<file path="config.mk">
export PLATFORM = sky130hd
export DESIGN_NAME = cpu_stage_sequencer
export DESIGN_NICKNAME = d
export VERILOG_FILES = /design/src/rtl/cpu_stage_sequencer.sv
export SDC_FILE = /design/constraint.sdc
export NUM_CORES = 1
export LEC_CHECK = 0
export CAP_MARGIN = 20
export CORE_UTILIZATION = 54
export DETAILED_ROUTE_END_ITERATION = 10
export HOLD_SLACK_MARGIN = 0.08
export PLACE_DENSITY = 0.89
export SKIP_CTS_REPAIR_TIMING = 1
export SLEW_MARGIN = 5
export SYNTH_ARGS = -nofsm -noshare
export SYNTH_HDL_FRONTEND = slang
export SYNTH_SLANG_ARGS = --single-unit
</file>
<file path="constraint.sdc">
create_clock -name clk -period 2.9 [get_ports clk]
set_input_delay 0.29 -clock clk [delete_from_list [all_inputs] [get_ports clk]]
set_output_delay 0.29 -clock clk [all_outputs]
set_load 0.01 [all_outputs]
</file>
<file path="src/rtl/cpu_stage_sequencer.sv">
// Multi-cycle control sequencer for the RV32I core: IF -> ID -> EX -> MEM -> WB.
// Owns the PC, memory handshakes, register-file write gating and cycle/instret counters.
module cpu_stage_sequencer #(
    parameter logic [31:0] RESET_PC    = 32'h0000_8000,
    parameter int unsigned MEM_TIMEOUT = 16
) (
    input  logic        clk,
    input  logic        rst,
    output logic        imem_req,
    input  logic        imem_ack,
    output logic        ir_we,
    output logic        dec_en,
    input  logic        is_load,
    input  logic        is_store,
    input  logic        is_halt,
    input  logic        dec_reg_we,
    output logic        dmem_req,
    output logic        dmem_we,
    input  logic        dmem_ack,
    input  logic        br_taken,
    input  logic [31:0] br_target,
    output logic        rf_we,
    output logic [31:0] pc,
    output logic [2:0]  stage,
    output logic        halted,
    output logic [1:0]  err,
    output logic [31:0] cycle_cnt,
    output logic [31:0] instret
);

    localparam int unsigned WW = $clog2(MEM_TIMEOUT + 1);
    localparam logic [WW-1:0] WAIT_LAST = WW'(MEM_TIMEOUT - 1);

    typedef enum logic [2:0] {
        ST_IF   = 3'd0,
        ST_ID   = 3'd1,
        ST_EX   = 3'd2,
        ST_MEM  = 3'd3,
        ST_WB   = 3'd4,
        ST_HALT = 3'd5
    } stage_t;

    localparam logic [1:0] ERR_NONE    = 2'b00;
    localparam logic [1:0] ERR_TIMEOUT = 2'b01;
    localparam logic [1:0] ERR_ALIGN   = 2'b10;

    stage_t         state, state_n;
    logic [31:0]    pc_n, cycle_n, instret_n, pc_nxt;
    logic [1:0]     err_n;
    logic [WW-1:0]  wait_cnt, wait_n;
    logic           imem_req_c, ir_we_c, dec_en_c, dmem_req_c, dmem_we_c, rf_we_c;

    always_ff @(posedge clk) begin
        if (!rst) begin
            state     <= ST_IF;
            pc        <= RESET_PC;
            err       <= ERR_NONE;
            cycle_cnt <= '0;
            instret   <= '0;
            wait_cnt  <= '0;
        end else begin
            state     <= state_n;
            pc        <= pc_n;
            err       <= err_n;
            cycle_cnt <= cycle_n;
            instret   <= instret_n;
            wait_cnt  <= wait_n;
        end
    end

    always_comb begin
        state_n    = state;
        pc_n       = pc;
        err_n      = err;
        instret_n  = instret;
        wait_n     = wait_cnt;
        cycle_n    = (state == ST_HALT) ? cycle_cnt : cycle_cnt + 32'd1;
        pc_nxt     = br_taken ? br_target : pc + 32'd4;
        imem_req_c = 1'b0;
        ir_we_c    = 1'b0;
        dec_en_c   = 1'b0;
        dmem_req_c = 1'b0;
        dmem_we_c  = 1'b0;
        rf_we_c    = 1'b0;

        case (state)
            ST_IF: begin
                imem_req_c = 1'b1;
                // ack in the expiring cycle still wins over the timeout
                if (imem_ack) begin
                    ir_we_c = 1'b1;
                    state_n = ST_ID;
                end else if (wait_cnt == WAIT_LAST) begin
                    state_n = ST_HALT;
                    err_n   = ERR_TIMEOUT;
                end else begin
                    wait_n = wait_cnt + WW'(1);
                end
            end
            ST_ID: begin
                dec_en_c = 1'b1;
                state_n  = ST_EX;
            end
            ST_EX: begin
                if (is_halt) begin
                    state_n = ST_HALT;
                end else if (is_load || is_store) begin
                    state_n = ST_MEM;
                    wait_n  = '0;
                end else begin
                    state_n = ST_WB;
                end
            end
            ST_MEM: begin
                dmem_req_c = 1'b1;
                dmem_we_c  = is_store;
                if (dmem_ack) begin
                    state_n = ST_WB;
                end else if (wait_cnt == WAIT_LAST) begin
                    state_n = ST_HALT;
                    err_n   = ERR_TIMEOUT;
                end else begin
                    wait_n = wait_cnt + WW'(1);
                end
            end
            ST_WB: begin
                rf_we_c   = dec_reg_we;
                instret_n = instret + 32'd1;
                wait_n    = '0;
                // a misaligned next PC retires the instruction but keeps the old PC
                if (pc_nxt[1:0] != 2'b00) begin
                    state_n = ST_HALT;
                    err_n   = ERR_ALIGN;
                end else begin
                    pc_n    = pc_nxt;
                    state_n = ST_IF;
                end
            end
            default: begin
                state_n = ST_HALT;
            end
        endcase
    end

    assign imem_req = rst & imem_req_c;
    assign ir_we    = rst & ir_we_c;
    assign dec_en   = rst & dec_en_c;
    assign dmem_req = rst & dmem_req_c;
    assign dmem_we  = rst & dmem_we_c;
    assign rf_we    = rst & rf_we_c;
    assign stage    = state;
    assign halted   = (state == ST_HALT);

endmodule

</file>
# Word-level counts from Yosys, hierarchy flattened
# Cells that the tools add are included.
totals:
  output_inout_bits: 108
  wordCells: 62
  register_bits: 106
  in_bits: 41
op_classes:
  muxes: 26
  n_reduce_logical: 8
  n_bitwise: 7
  eq_ne: 11
  add_sub_neg: 4
op_table:
  columns: ["cell", "count"]
  rows:
  - ["$add A32 B1 Y32 const B", 2]
  - ["$add A32 B3 Y32 const B", 1]
  - ["$mux W32", 1]
  - ["$mux W5", 5]
  - ["$pmux W5 S4", 1]
  - ["$mux W3", 6]
  - ["$pmux W3 S5", 1]
  - ["$ne A2 B2 Y1 const B", 5]
  - ["$mux W2", 4]
  - ["$mux W1", 7]
  - ["$and A1 B1 Y1", 6]
  - ["$eq A3 B2 Y1 const B", 2]
  - ["$eq A3 B3 Y1 const B", 2]
  - ["$pmux W2 S3", 1]
  - ["$add A5 B1 Y5 const B", 1]
  - ["$eq A5 B4 Y1 const B", 1]
  - ["$reduce_and A5 Y1", 1]
  - ["$reduce_and A4 Y1", 1]
  - ["$reduce_bool A4 Y1", 1]
  - ["$eq A3 B1 Y1 const B", 1]
  - ["$logic_not A3 Y1", 1]
  - ["$reduce_bool A3 Y1", 1]
  - ["$reduce_and A2 Y1", 1]
  - ["$reduce_bool A2 Y1", 1]
  - ["other kinds (2)", 2]

# Depth between registers and ports, before layout
logic_depth:
  depth_word: 5
  depth_mapped: 8
  ltp_nobuf: 7

# Worst setup path after synthesis
# Ideal clock, no wire load.
synth_path:
  path_kind: "register -> register"
  from: "register pc[2]"
  to: "register pc[26]"
  slack_ps: 916
  period_less_slack_ps: 1984
  stages_incl_launch_ff: 7
  t_arrival_ps: 1905
  t_required_ps: 2821
  path_buffers: 1
  setup_time_ps: 79
  path_cell_list: "dfxtp_1 ha_1 and4_1 clkbuf_1 nand3_1 or4_1 o211ai_1"
synth_via:
  elab_chain_cells: 2
synth_lines:
  columns: ["element", "line_no", "text"]
  rows:
  - ["start, declared", "23", "output logic [31:0] pc,"]
  - ["start signal, assigned", "63", "pc <= pc_n;"]
  - ["$add A32 B3 Y32", "78", "pc_nxt = br_taken ? br_target : pc + 32'd4;"]
  - ["$mux W32", "78", null]
# No other way between the ends.
# A chain may end at the register's enable or synchronous reset.

# Final worst setup path
layout_path:
  from: "register state[2], in the netlist stage[2]"
  to: "output port rf_we"
layout_via:
  elab_chain_cells: 3
layout_lines:
  columns: ["element", "line_no", "text"]
  rows:
  - ["start, declared", "47", "stage_t state, state_n;"]
  - ["start signal, assigned", "62", "state <= state_n;"]
  - ["$eq A3 B3 Y1", "86", "case (state)"]
  - ["$mux W1", "86", null]
  - ["$and A1 B1 Y1", "150", "assign rf_we = rst & rf_we_c;"]
  - ["end, declared", "22", "output logic rf_we,"]
# No other way between the ends.

==> results.md <==
- CP arrival: 2.29 ns
- Post-DRT Antenna Nets: 0
- Outcome: complete, no violations
- Uppermost layer routed: met4
- Met3 WL: 1.42 mm
- Library cells used by synthesis: 71
- CTS Buf Count: 9
- Cell Area, Synth: 0.00601 mm^2
- Fmax achieved: 388 MHz
- Comb pwr share: 0.137
- Die H: 107 um
- WS Path Type: reg2out
- Worst-case clock buffer depth: 2
- Core footprint: 0.0108 mm^2
- Slew HR: 0.396
- RSZ-0062 raised after global routing: no
- Final WL: 16.7 mm
- Clock transition at path regs: 0.10 ns
- Synthesized Nets: 790
- EDFF count, synth: 0
- Seq/Total Area, Yosys: 0.353
- Row Count: 38
- Max IR drop VDD: 0.000296 V
- Layout net count: 910
- Post-synth top flop: dfxtp_1
- CP endpoint kind: output pin
- I/O pins: 149
- Fin area: 0.00773 mm^2
- Post-layout minimum cycle time: 2.58 ns
- Gr usage total: 0.294
- Synthesized area per cell: 8.07 um^2
- Initial antenna violation count: 0
- H-tree depth: 3
- Initial DRC count: 471
- Startpoint Class: flip-flop
- Gpl congestion: 0.974
- Internal: 2180 uW
- Synth warnings: 0
- Post-DR vias/cell: 6.28
- Initial Util: 0.554
- CP max FO: 11
- Max cap viols: 0
- Drc violations: 0
- Max stage delay cell, worst path: dfxtp_1
- Final Total Pwr: 2990 uW
- Placed cell areas: 0.00751 mm^2
- TNS Setup: 0 ns
- Metal2 WL: 7.88 mm
- Largest net degree at the start of global routing: 63
- Die W: 107 um
- Via count: 6333
- Clk sinks: 106
- Filler instances: 836
- DRT Pass-1 Iters: 6
- Setup WS pre-CTS: 0.446 ns
- Flops & latches, synth: 106
- Root buffer cell: clkbuf_8
- Met1 WL: 6.96 mm
- Setup Viol. Count Final: 0
- Layout cell share with drive strength beyond 1: 0.0541
- ANT cells: 0
- Power Density: 386 mW/mm^2
- Vias in the first global route: 5776
- Critical Path RT: 2.61 ns
- Post-route setup slack: 0.324 ns
- Flop pwr share: 0.518
- CP peak stage delay: 0.58 ns
- Slew Viols, Final: 0
- Ys async rst share: 0
- Pleak: 0.00255 uW
- Hold Crit Class: in2reg
- Clk_lat worst skew: 0.37 ns
- Clock skew: 0.00768 ns
- Core Util, Final: 0.713
- Net Sw Power: 801 uW
- Wirelength per Cell: 16.5 um
- Port Buffers: 148
- Post-Synthesis Cells: 744
- Fin crit share: 0.888
- Die ar.: 0.0115 mm^2
- First-pass GRT wire length: 27.3 mm
- Area grow syn2layout: 28.8%
- GRT Residual Overflow: 0
- Number of hold violations in the final report: 0
- CTS tree: yes
- Crit-path cells: nor3b_2 > and3_1 > clkdlybuf4s50_1
- Actual slew at the worst max-slew pin: 0.898 ns
- HPWL after detailed placement: 11.9 mm
- Clock share of power: 0.346
- Switching share of total power: 0.268
==> routing by layer <==
layer,global-route usage,up-vias
met4,0.108,0
met3,0.0563,44
met5,0,-
li1,-,3013
met2,0.487,301
met1,0.378,2975
==> flip-flops by register name, indices dropped and copies added (netlist names) <==
| name | cells |
|---|---|
| pc | 32 |
| instret | 32 |
| cycle_cnt | 32 |
| wait_cnt | 5 |
| err | 2 |
| stage | 3 |
==> worst max-delay path, delay by kind of cell, from the launching register on <==
family / cells / cell delay (ns)
buffers and inverters: 1 / 0.53
flip-flops: 1 / 0.58
AND/OR/NAND/NOR: 2 / 0.80
==> cell usage in the layout (no fill, tap or decap), drive strengths merged, types with 4 or more instances in the layout <==
cell type and count:
inv 26, buf 14, a211oi 4, a21oi 35, ha 5, o21a 9
nor4 21, a22oi 6, nand2 76, a22o 4, nand4 36, nand3 41
or3 19, mux2i 23, a31oi 7, xnor2 9, xor2 14, and4 13
and3 18, o31ai 4, nand2b 24, clkbuf 9, o22ai 4, mux2 5
o311ai 6, and2 9, dfxtp 106, nor3 20, o211ai 10, o41ai 5
or4 9, o21ai 26, clkdlybuf4s50 146, nor2 49
==> power groups by stage <==
stage	Combinational, uW	Sequential (uW)	Clock, uW
finish	408	1550	1030
global route	445	1550	1110
detailed placement	405	1580	0
floorplan	244	1560	0
CTS	406	1540	1040
global placement	390	1570	0
==> metrics by stage <==
step                hold slack [ns]  std cells
floorplan                     0.450        744
global placement              0.459        993
detailed placement            0.466        993
CTS                           0.277       1009
global route                  0.306       1009
finish                        0.288       1009
==> worst paths after layout <==
check | from | end | slack [ns] | cells after the start
max | stage[2] | rf_we | 0.32 | 3
min | rst | stage[1] | 0.29 | 3
max reg2reg | stage[1] | pc[2] | 0.52 | 5
min reg2reg | instret[31] | instret[31] | 0.48 | 2
==> cell type report <==
type / instances / area, um^2 / area share
Clock buffer: 9 / 124 / 0.0160
Clock inverter: 7 / 101 / 0.0131
Inverter: 24 / 90.1 / 0.0117
Sequential cell: 106 / 2120 / 0.274
Timing Repair Buffer: 160 / 1560 / 0.202
Multi-Input combinational cell: 563 / 3560 / 0.460
Tap cell: 140 / 175 / 0.0227
==> synth_stat cells, types with 4 or more instances <==
cell / count / area [um^2]
and4_1: 13 / 114
or3_1: 19 / 119
dfxtp_1: 106 / 2120
inv_1: 23 / 86.3
and2_1: 9 / 56.3
o31ai_1: 4 / 30.0
or4_1: 7 / 52.6
nand2b_1: 24 / 150
mux2i_1: 23 / 230
and3_1: 18 / 113
mux2_2: 5 / 56.3
o21a_1: 9 / 67.6
nor2_1: 49 / 184
o22ai_1: 4 / 25.0
nand3_1: 41 / 205
nand4_1: 36 / 225
o311ai_0: 6 / 52.6
xnor2_1: 9 / 78.8
o211ai_1: 10 / 75.1
a22oi_1: 6 / 45.0
xor2_1: 14 / 123
nand2_1: 76 / 285
nor4_1: 21 / 131
a31oi_1: 7 / 43.8
a21oi_1: 34 / 170
clkbuf_1: 34 / 128
a211oi_1: 4 / 30.0
a22o_1: 4 / 35.0
o41ai_1: 5 / 43.8
nor3_1: 20 / 100
o21ai_0: 26 / 130
buf_2: 6 / 30.0
ha_1: 5 / 62.6
==> cells by family after synthesis <==
group / after synthesis / share of synthesized area
xor+xnor: 23 / 0.0335
simple gates: 350 / 0.316
mux: 28 / 0.0477
flops: 106 / 0.353
fa+ha+maj: 5 / 0.0104
buf+inv: 75 / 0.0542
compound gates: 157 / 0.185
(Power assumes the default switching activity.)
